===== src/rtl/tag_ram_ctrl_pkg.sv =====
// Shared types and entry field helpers for the tag RAM controller.
package tag_ram_ctrl_pkg;

  typedef enum logic {
    IDLE  = 1'b0,
    FLUSH = 1'b1
  } state_t;

  localparam int DWIDTH_DEF = 7;
  localparam int VBIT_POS   = DWIDTH_DEF - 1;
  localparam int ENTRY_MAX  = 32;

  localparam int REQ_LK = 0;
  localparam int REQ_UP = 1;

  // Entries are handled zero-extended to ENTRY_MAX bits so one helper serves every DWIDTH.
  function automatic logic entry_vbit(input logic [ENTRY_MAX-1:0] entry, input int dwidth);
    logic [ENTRY_MAX-1:0] shifted;
    shifted = entry >> (dwidth - 1);
    return shifted[0];
  endfunction

  function automatic logic [ENTRY_MAX-1:0] entry_tag(input logic [ENTRY_MAX-1:0] entry,
                                                     input int dwidth);
    logic [ENTRY_MAX-1:0] mask;
    mask = (ENTRY_MAX'(1) << (dwidth - 1)) - ENTRY_MAX'(1);
    return entry & mask;
  endfunction

endpackage


===== src/rtl/tag_ram_ctrl_arb.sv =====
// Two-requester arbiter (bit 0 lookup, bit 1 update).
// TAG_CTRL_RR_ARB_EN selects round-robin; otherwise lookup has fixed priority.
module tag_arb2
  import tag_ram_ctrl_pkg::*;
(
  input  logic       clock,
  input  logic       reset,
  input  logic [1:0] req,
  output logic [1:0] grant
);

`ifdef TAG_CTRL_RR_ARB_EN
  // ptr = 1 means the update side wins the next contended cycle
  logic ptr;

  always_ff @(posedge clock) begin
    if (reset) begin
      ptr <= 1'b0;
    end else if (&req) begin
      ptr <= ~ptr;
    end
  end

  always_comb begin
    grant = req;
    if (&req) begin
      grant = ptr ? (2'b1 << REQ_UP) : (2'b1 << REQ_LK);
    end
  end
`else
  logic unused_clk_rst;
  assign unused_clk_rst = clock ^ reset;

  always_comb begin
    grant = req;
    if (&req) begin
      grant = 2'b1 << REQ_LK;
    end
  end
`endif

endmodule


===== src/rtl/tag_ram_ctrl.sv =====
// Tag RAM controller: lookup/update sharing of a sync-read RAM plus a flush sequencer.
// Arbitration policy chosen by TAG_CTRL_RR_ARB_EN (round-robin) or fixed lookup priority.
module tag_ram_ctrl
  import tag_ram_ctrl_pkg::*;
#(
  parameter  int AWIDTH = 3,
  parameter  int DWIDTH = VBIT_POS + 1,
  localparam int TWIDTH = DWIDTH - 1,
  localparam int DEPTH  = 1 << AWIDTH
) (
  input  logic              clock,
  input  logic              reset,
  input  logic              lk_valid,
  output logic              lk_ready,
  input  logic [AWIDTH-1:0] lk_index,
  input  logic [TWIDTH-1:0] lk_tag,
  output logic              lk_resp_valid,
  output logic              lk_hit,
  output logic [TWIDTH-1:0] lk_resp_tag,
  input  logic              up_valid,
  output logic              up_ready,
  input  logic [AWIDTH-1:0] up_index,
  input  logic [TWIDTH-1:0] up_tag,
  input  logic              up_vbit,
  input  logic              flush_req,
  output logic              flush_busy,
  output logic              flush_done,
  output logic [AWIDTH-1:0] ram_addr,
  output logic [DWIDTH-1:0] ram_din,
  output logic              ram_we,
  input  logic [DWIDTH-1:0] ram_dout
);

  state_t              state;
  state_t              state_next;
  logic [AWIDTH-1:0]   flush_cnt;
  logic                flush_last;
  logic [1:0]          arb_req;
  logic [1:0]          grant;
  logic                lk_p1;
  logic [TWIDTH-1:0]   lk_tag_p1;
  logic [ENTRY_MAX-1:0] dout_ext;
  logic                dout_vbit;
  logic [TWIDTH-1:0]   dout_tag;

  assign flush_last = (flush_cnt == AWIDTH'(DEPTH - 1));
  assign flush_busy = (state == FLUSH);

  // Requests only compete in IDLE with no flush pending and outside reset.
  always_comb begin
    arb_req = 2'b00;
    if ((state == IDLE) && !flush_req && !reset) begin
      arb_req = {up_valid, lk_valid};
    end
  end

  tag_arb2 u_arb (
    .clock (clock),
    .reset (reset),
    .req   (arb_req),
    .grant (grant)
  );

  assign lk_ready = grant[REQ_LK];
  assign up_ready = grant[REQ_UP];

  always_comb begin
    state_next = state;
    ram_addr   = '0;
    ram_din    = '0;
    ram_we     = 1'b0;
    case (state)
      IDLE: begin
        if (flush_req) begin
          state_next = FLUSH;
        end else if (grant[REQ_UP]) begin
          ram_addr = up_index;
          ram_din  = {up_vbit, up_tag};
          ram_we   = 1'b1;
        end else if (grant[REQ_LK]) begin
          ram_addr = lk_index;
        end
      end
      FLUSH: begin
        ram_addr = flush_cnt;
        // a reset landing mid-flush must not clear the current entry
        ram_we   = !reset;
        if (flush_last) begin
          state_next = IDLE;
        end
      end
      default: state_next = IDLE;
    endcase
  end

  always_ff @(posedge clock) begin
    if (reset) begin
      state      <= IDLE;
      flush_cnt  <= '0;
      flush_done <= 1'b0;
    end else begin
      state      <= state_next;
      flush_done <= (state == FLUSH) && flush_last;
      if (state == FLUSH) begin
        flush_cnt <= flush_cnt + AWIDTH'(1);
      end else begin
        flush_cnt <= '0;
      end
    end
  end

  assign dout_ext  = ENTRY_MAX'(ram_dout);
  assign dout_vbit = entry_vbit(dout_ext, DWIDTH);
  assign dout_tag  = TWIDTH'(entry_tag(dout_ext, DWIDTH));

  // Stage 1 waits for the RAM read; stage 2 registers the compare.
  always_ff @(posedge clock) begin
    if (reset) begin
      lk_p1         <= 1'b0;
      lk_tag_p1     <= '0;
      lk_resp_valid <= 1'b0;
      lk_hit        <= 1'b0;
      lk_resp_tag   <= '0;
    end else begin
      lk_p1         <= grant[REQ_LK];
      lk_tag_p1     <= lk_tag;
      lk_resp_valid <= lk_p1;
      if (lk_p1) begin
        lk_hit      <= dout_vbit && (dout_tag == lk_tag_p1);
        lk_resp_tag <= dout_tag;
      end
    end
  end

endmodule


===== config.mk =====
export PLATFORM = sky130hd
export DESIGN_NAME = tag_ram_ctrl
export DESIGN_NICKNAME = d
export VERILOG_FILES = /design/src/rtl/tag_ram_ctrl_pkg.sv /design/src/rtl/tag_ram_ctrl_arb.sv /design/src/rtl/tag_ram_ctrl.sv
export SDC_FILE = /design/constraint.sdc
export NUM_CORES = 1
export LEC_CHECK = 0
export CAP_MARGIN = 20
export CORE_ASPECT_RATIO = 1.25
export CORE_MARGIN = 10
export CORE_UTILIZATION = 35
export CTS_CLUSTER_SIZE = 20
export DETAILED_ROUTE_END_ITERATION = 10
export PLACE_DENSITY = 0.8
export SLEW_MARGIN = 20
export SYNTH_ARGS = -nofsm -noshare
export SYNTH_HDL_FRONTEND = slang
export SYNTH_SLANG_ARGS = --single-unit

===== constraint.sdc =====
create_clock -name clock -period 1.74 [get_ports clock]
set_clock_uncertainty 0.1 [all_clocks]
set_input_delay 0.348 -clock clock [delete_from_list [all_inputs] [get_ports clock]]
set_output_delay 0.348 -clock clock [all_outputs]
set_load 0.1 [all_outputs]

==> results.tsv <==
stage	metric	value	unit
outcome	run status	finished with violations	
outcome	failing checks	negative setup slack	
layout	multi-input logic area	448	sq um
cts	Max clock buf depth	2	
cts	CTS Buf Count	3	
cts	clk_lat worst skew	300	ps
sta	Max Slew Vio Count	0	
drt	final wirelength	2850	microns
sta	Final Critical Period	2020	ps
cts	CTS tree	built	
sta	Max-Slew Margin vs Limit	73.3	%
pwr	Seq pwr share	45.9	%
hold_path	min-delay src	flush_cnt[0]	
layout	layout cells sized above 1	34.5	%
drt	drc violations	0	
layout	# nets final	176	
floorplan	initial core utilization	37.1	%
yosys	post-synthesis sequential area ratio	48.3	%
yosys	post-synth top area share	48.3	%
pwr	clock power share	24.5	%
placed_design	GPL Wtd Cong	0.717	
drt	total number of vias	808	
yosys	Post-Synth Adder-Cell Area	3.02	%
setup_path	R2R depth	3	
yosys	Syn. warnings	0	
cts	CTS Hold Bufs	0	
sta	period utilization	116	%
global_routing	GRT Total Usage	12.8	%
placed_design	DP Wirelength	2470	microns
pwr	leak pwr	0.714	nW
floorplan	Die Span X	63.5	microns
global_routing	largest net degree at the start of global routing	18	
yosys	Simple-Gate Fraction of Synth Area	27.0	%
global_routing	total gr overflow	0	
yosys	Post-Syn Nets	115	
setup_path	worst path required time	1290	ps
floorplan	core area	2230	sq um
pwr	combinational share of power	29.6	%
yosys	Synth cell types	21	
placed_design	Port Buffer Count	53	
yosys	largest cells by area after synthesis	dfxtp_1 48%, mux2i_1 7.2%, and2_1 6.8%	
floorplan	die footprint	4730	sq um
pwr	pwr/cell area	607	nW/um^2
yosys	cells after synthesis	82	
layout	register area	404	sq um
setup_path	crit path DAT	1570	ps
cts	root buffer cell	clkbuf_4	
yosys	Synth Area in XOR/XNOR	6.33	%
layout	area grow syn2layout	111	%
yosys	Yosys top cell by area	dfxtp_1	
cts	clock sink total	20	
sta	max frequency	0.496	GHz
sta	setup TNS	-2920	ps
yosys	Post-Synthesis Cell Area	830	sq um
setup_path	Setup crit end kind	output port	
yosys	Compound-Gate Fraction of Synth Area	4.83	%
yosys	post-synthesis mux area share	7.24	%
hold_path	worst hold stages	1	
pwr	total power	1.06	mW
yosys	synthesized flop and latch total	20	
cts	H-tree depth	1	
floorplan	Ports	54	
cts	CTS clk-pin slew, worst paths	110	ps
sta	RSZ-0062 raised after global routing	true	
setup_path	CP max FO	8	
pwr	maximum vdd drop	0.485	mV
setup_path	r2r startpoint	lk_p1	
sta	Final Hold Violating Endpoints	0	
layout	Fillers	158	
drt	Vias/cell	4.67	
hold_path	hold endpoint	flush_cnt[0]	
drt	DRT Pass-1 Iters	4	
sta	Final setup viols	12	
yosys	largest family of logic cells by synthesized area	simple AND/OR/NAND/NOR gates	
global_routing	vias in the first global route	927	
drt	routed len/inst	16.5	microns
setup_path	WS Path Type	in -> out	
drt	post-route ant nets	0	
setup_path	Worst R2R Setup Slack	510	ps
sta	final worst setup slack	-276	ps
global_routing	first-pass GRT wire length	4740	microns
run	number of max-cap violations	0	
yosys	synthesized area per cell	10.1	sq um
global_routing	initial antenna violation count	0	
drt	drt initial violations	12	
floorplan	num rows	19	
setup_path	R2R Path End	lk_hit	
setup_path	Setup crit start kind	input pin	
sta	Slew @ Worst Pin	400	ps
pwr	P_sw	0.310	mW
layout	n_diodes	0	
pwr	Pint	0.753	mW
pwr	Sw Ratio	29.2	%
floorplan	die height	74.4	microns
hold_path	Tightest Hold Check Type	reg -> reg	
## cell families after synthesis
| kind of cell | count (synthesis) |
|---|---|
| buffers and inverters | 5 |
| xor gates and xnor gates | 6 |
| muxes | 6 |
| adders and majority gates | 2 |
| and+or+nand+nor | 38 |
| DFF | 20 |
| AOI/OAI and AO/OA | 5 |
## state kept, by name (all words and copies together), names as in the netlist
register / count
flush_cnt: 3
lk_tag_p1: 6
flush_busy: 1
lk_resp_valid: 1
lk_p1: 1
lk_hit: 1
lk_resp_tag: 6
flush_done: 1
## worst max path at each step
stage / start / endpoint / slack, ps / depth (start not counted)
floorplan: flush_busy / ram_addr[1] / -260 / 4
global placement: reset / ram_addr[1] / -470 / 5
detailed placement: flush_req / ram_addr[0] / -500 / 5
CTS: flush_busy / ram_din[1] / -270 / 5
global route: flush_busy / ram_din[4] / -360 / 5
finish: flush_req / ram_din[1] / -280 / 6
## synthesized netlist by cell type
cell	n
a221o_1	3
and2_1	9
and2b_1	3
and3_1	3
and3b_4	1
buf_2	1
buf_6	1
clkbuf_1	1
dfxtp_1	20
ha_1	2
inv_1	2
mux2i_1	6
nand2_1	1
nand2b_1	2
nand4_1	2
nor2_1	11
nor2b_1	4
nor3_2	1
o21ai_0	2
or3b_2	1
xnor2_1	6
## per-layer routing
metal	part of all wire, %	global-route usage, %	up-vias
met4	1.4	4.38	0
met2	48	22.6	49
met1	36	11.6	365
li1	-	-	390
met5	0	0	-
met3	14	9.01	4
## layout by cell type, fill, tap and decap left out, types with 3 or more instances in the layout
cell	count
clkdlybuf4s50_1	26
clkbuf_4	3
buf_12	24
and2_4	7
mux2i_1	6
nor2b_1	4
nor2_1	11
and3_1	3
xnor2_1	6
buf_4	5
dfxtp_1	19
and2b_1	3
## layout make-up
cell class / count / area share (%)
Clock buffer: 4 / 2.07
Inverter: 2 / 0.429
Multi-Input combinational cell: 57 / 25.6
Sequential cell: 20 / 23.1
Tap cell: 31 / 2.22
Timing Repair Buffer: 59 / 46.6
## power by group through the flow
stage               combinational [mW]  clock (mW)  sequential [mW]
floorplan                        0.116           0            0.538
finish                           0.314       0.260            0.488
global placement                 0.312           0            0.497
detailed placement               0.316           0            0.499
global route                     0.330       0.291            0.490
CTS                              0.317       0.272            0.488
## stage by stage
step	std cells	utilization [%]	instance area [sq um]	setup WS, ps	hold slack, ps
after floorplan	82	-	888	-256	317
after global placement	168	75.9	1700	-465	344
after detailed placement	168	75.9	1700	-500	362
after CTS	173	78.3	1750	-274	386
after global routing	173	78.3	1750	-356	415
final	173	78.3	1750	-276	385
## timing repair
item                                    CTS  global route
endpoints found under the setup margin   13            13
buffers inserted                          1             0
pin swaps                                 3             2
resized for setup                         6             0
## worst max-delay path: stages
cell             delay (ps)
clkdlybuf4s15_1         220
nor3_4                  270
and3b_4                 280
buf_12                  120
and2_4                  140
buf_12                  170
(Power assumes the default switching activity.)
==> RTL change (same flow settings) <==
`lk_tag_p1` no longer has a reset.
--- a/src/rtl/tag_ram_ctrl.sv
+++ b/src/rtl/tag_ram_ctrl.sv
@@ -118,5 +118,4 @@
     if (reset) begin
       lk_p1         <= 1'b0;
-      lk_tag_p1     <= '0;
       lk_resp_valid <= 1'b0;
       lk_hit        <= 1'b0;
@@ -124,5 +123,4 @@
     end else begin
       lk_p1         <= grant[REQ_LK];
-      lk_tag_p1     <= lk_tag;
       lk_resp_valid <= lk_p1;
       if (lk_p1) begin
@@ -133,4 +131,8 @@
   end
 
+  always_ff @(posedge clock) begin
+    lk_tag_p1 <= lk_tag;
+  end
+
 endmodule
 
Behaviour: no difference found for any inputs over 10 cycles, from zero or initial values and one cycle with reset high; that may be too few to reach the edited logic, so the function may still have changed.
==> RTL change against the original RTL <==
The flow still finishes with violations (negative setup slack). First-iteration DRC count unchanged. Total power decreased by 3.0%. Worst setup slack better by 28 ps. Via count down 1.9%. Sequential cell count stayed put. Final area is 0.57% lower. Count of clock-buffer cells in the layout did not move. Synthesized area decreased by 4.1%. Routed wire length down 1.4%. Critical path type is now reg -> out. Largest power group unchanged.
==> RTL change: results (changes against the original RTL) <==
* Status: finished, violations left
* Failing checks: negative setup slack
* Final Util at 0.796 (+0.0125)
* Worst setup startpoint: flush_busy
* Vias per cell at 4.66 (-0.12%)
* Yosys cell types at 23 (+9.5%)
* Syn Nets at 109 (-5.2%)
* Post-synth ARST share at 0 (unchanged)
* Maximum VDD drop at 0.619 mV (+28%)
* Synthesized instance count at 76 (-7.3%)
* Multi-input combinational area share at 0.244 (-0.0122)
* H-tree levels at 1 (unchanged)
* Non-clk bufs at 62 (+5.1%)
* Placer Congestion at 0.757 (+5.6%)
* Number of global-route vias before repair at 891 (-3.9%)
* Critical path peak fanout at 6 (-2)
* Seq cells at 20 (unchanged)
* Area contributors post-synth: dfxtp_1 50%, mux2i_1 7.5%, xnor2_1 6.6%, and2_1 6.3%, nor2_1 5.2%
* Xor/xnor share of the synthesized area at 0.0660 (+0.00269)
* Seq/total area at 0.232 (+0.00133)
* DP Area at 1660 sq um (-2.1%)
* Multi-input gates at 51 (-11%)
* Endpoints failing setup at 13 (+1)
* HP Start: lk_tag[2]
* Mux contribution to synthesized area at 0.0755 (+0.00307)
* Pleak at 0.709 nW (-0.71%)
* Total Wirelength at 2.81 mm (-1.4%)
* Setup ws final at -248 ps (+28.2 ps)
* Fraction of layout cells with a size suffix above 1 at 0.396 (+0.0506)
* Crit path to: ram_din[5]
* Largest net degree at the start of global routing at 12 (-6)
* Total GRT Usage at 0.128 (-0.000759)
* Drt wl/cell at 16.6 um (+0.34%)
* Buffer share of cell area at 0.482 (+0.0163)
* Tightest Pin Transition at 418 ps (+17.7 ps)
* Placed insts at 162 (-3.6%)
* Worst Hold End: lk_tag_p1[2]
* Final nets at 173 (-1.7%)
* Compound-Gate Fraction of Synth Area at 0.0519 (+0.00362)
* First-pass GRT wire length at 4.66 mm (-1.6%)
* Clk slew on worst S/H paths at 110 ps (about the same)
* Clock-cell share of area at 0.0151 (-0.00563)
* Worst Hold Class: in -> reg
* Die width at 62.7 um (-1.4%)
* Drt first pass iters at 3 (-1)
* Seq/Total Area, Yosys at 0.503 (+0.0205)
* Slowest CP cell: dfxtp_4
* Number of fill cells at 150 (-5.1%)
* Pre-CTS setup slack at -491 ps (+8.41 ps)
* Int Power at 715 uW (-5.0%)
* Pwr Density at 592 nW/um^2 (-2.5%)
-- RTL change: metrics by stage --
stage                     hold slack [ps]  TNS, ps
after floorplan                       276    -1490
after global placement                344    -5130
after detailed placement              377    -5800
after CTS                             369    -3440
after global routing                  356    -3550
final                                 371    -2840
-- RTL change: power groups by stage --
stage | Combinational [mW] | Sequential [mW] | Clock, mW
global placement | 0.303 | 0.497 | 0
CTS | 0.313 | 0.489 | 0.237
finish | 0.312 | 0.488 | 0.230
detailed placement | 0.309 | 0.499 | 0
floorplan | 0.112 | 0.538 | 0
global route | 0.327 | 0.490 | 0.258
-- RTL change: routing by layer --
layer | global-route usage | wire, um
met1 | 0.125 | 1010
met2 | 0.219 | 1350
met3 | 0.0775 | 417
met4 | 0.0448 | 36
met5 | 0 | 0
-- RTL change: what timing repair did --
item	in CTS	in global routing
gates cloned	0	0
setup buffers	4	0
pin swaps	3	3
endpoints found under the setup margin	13	13
gates resized for setup	6	5
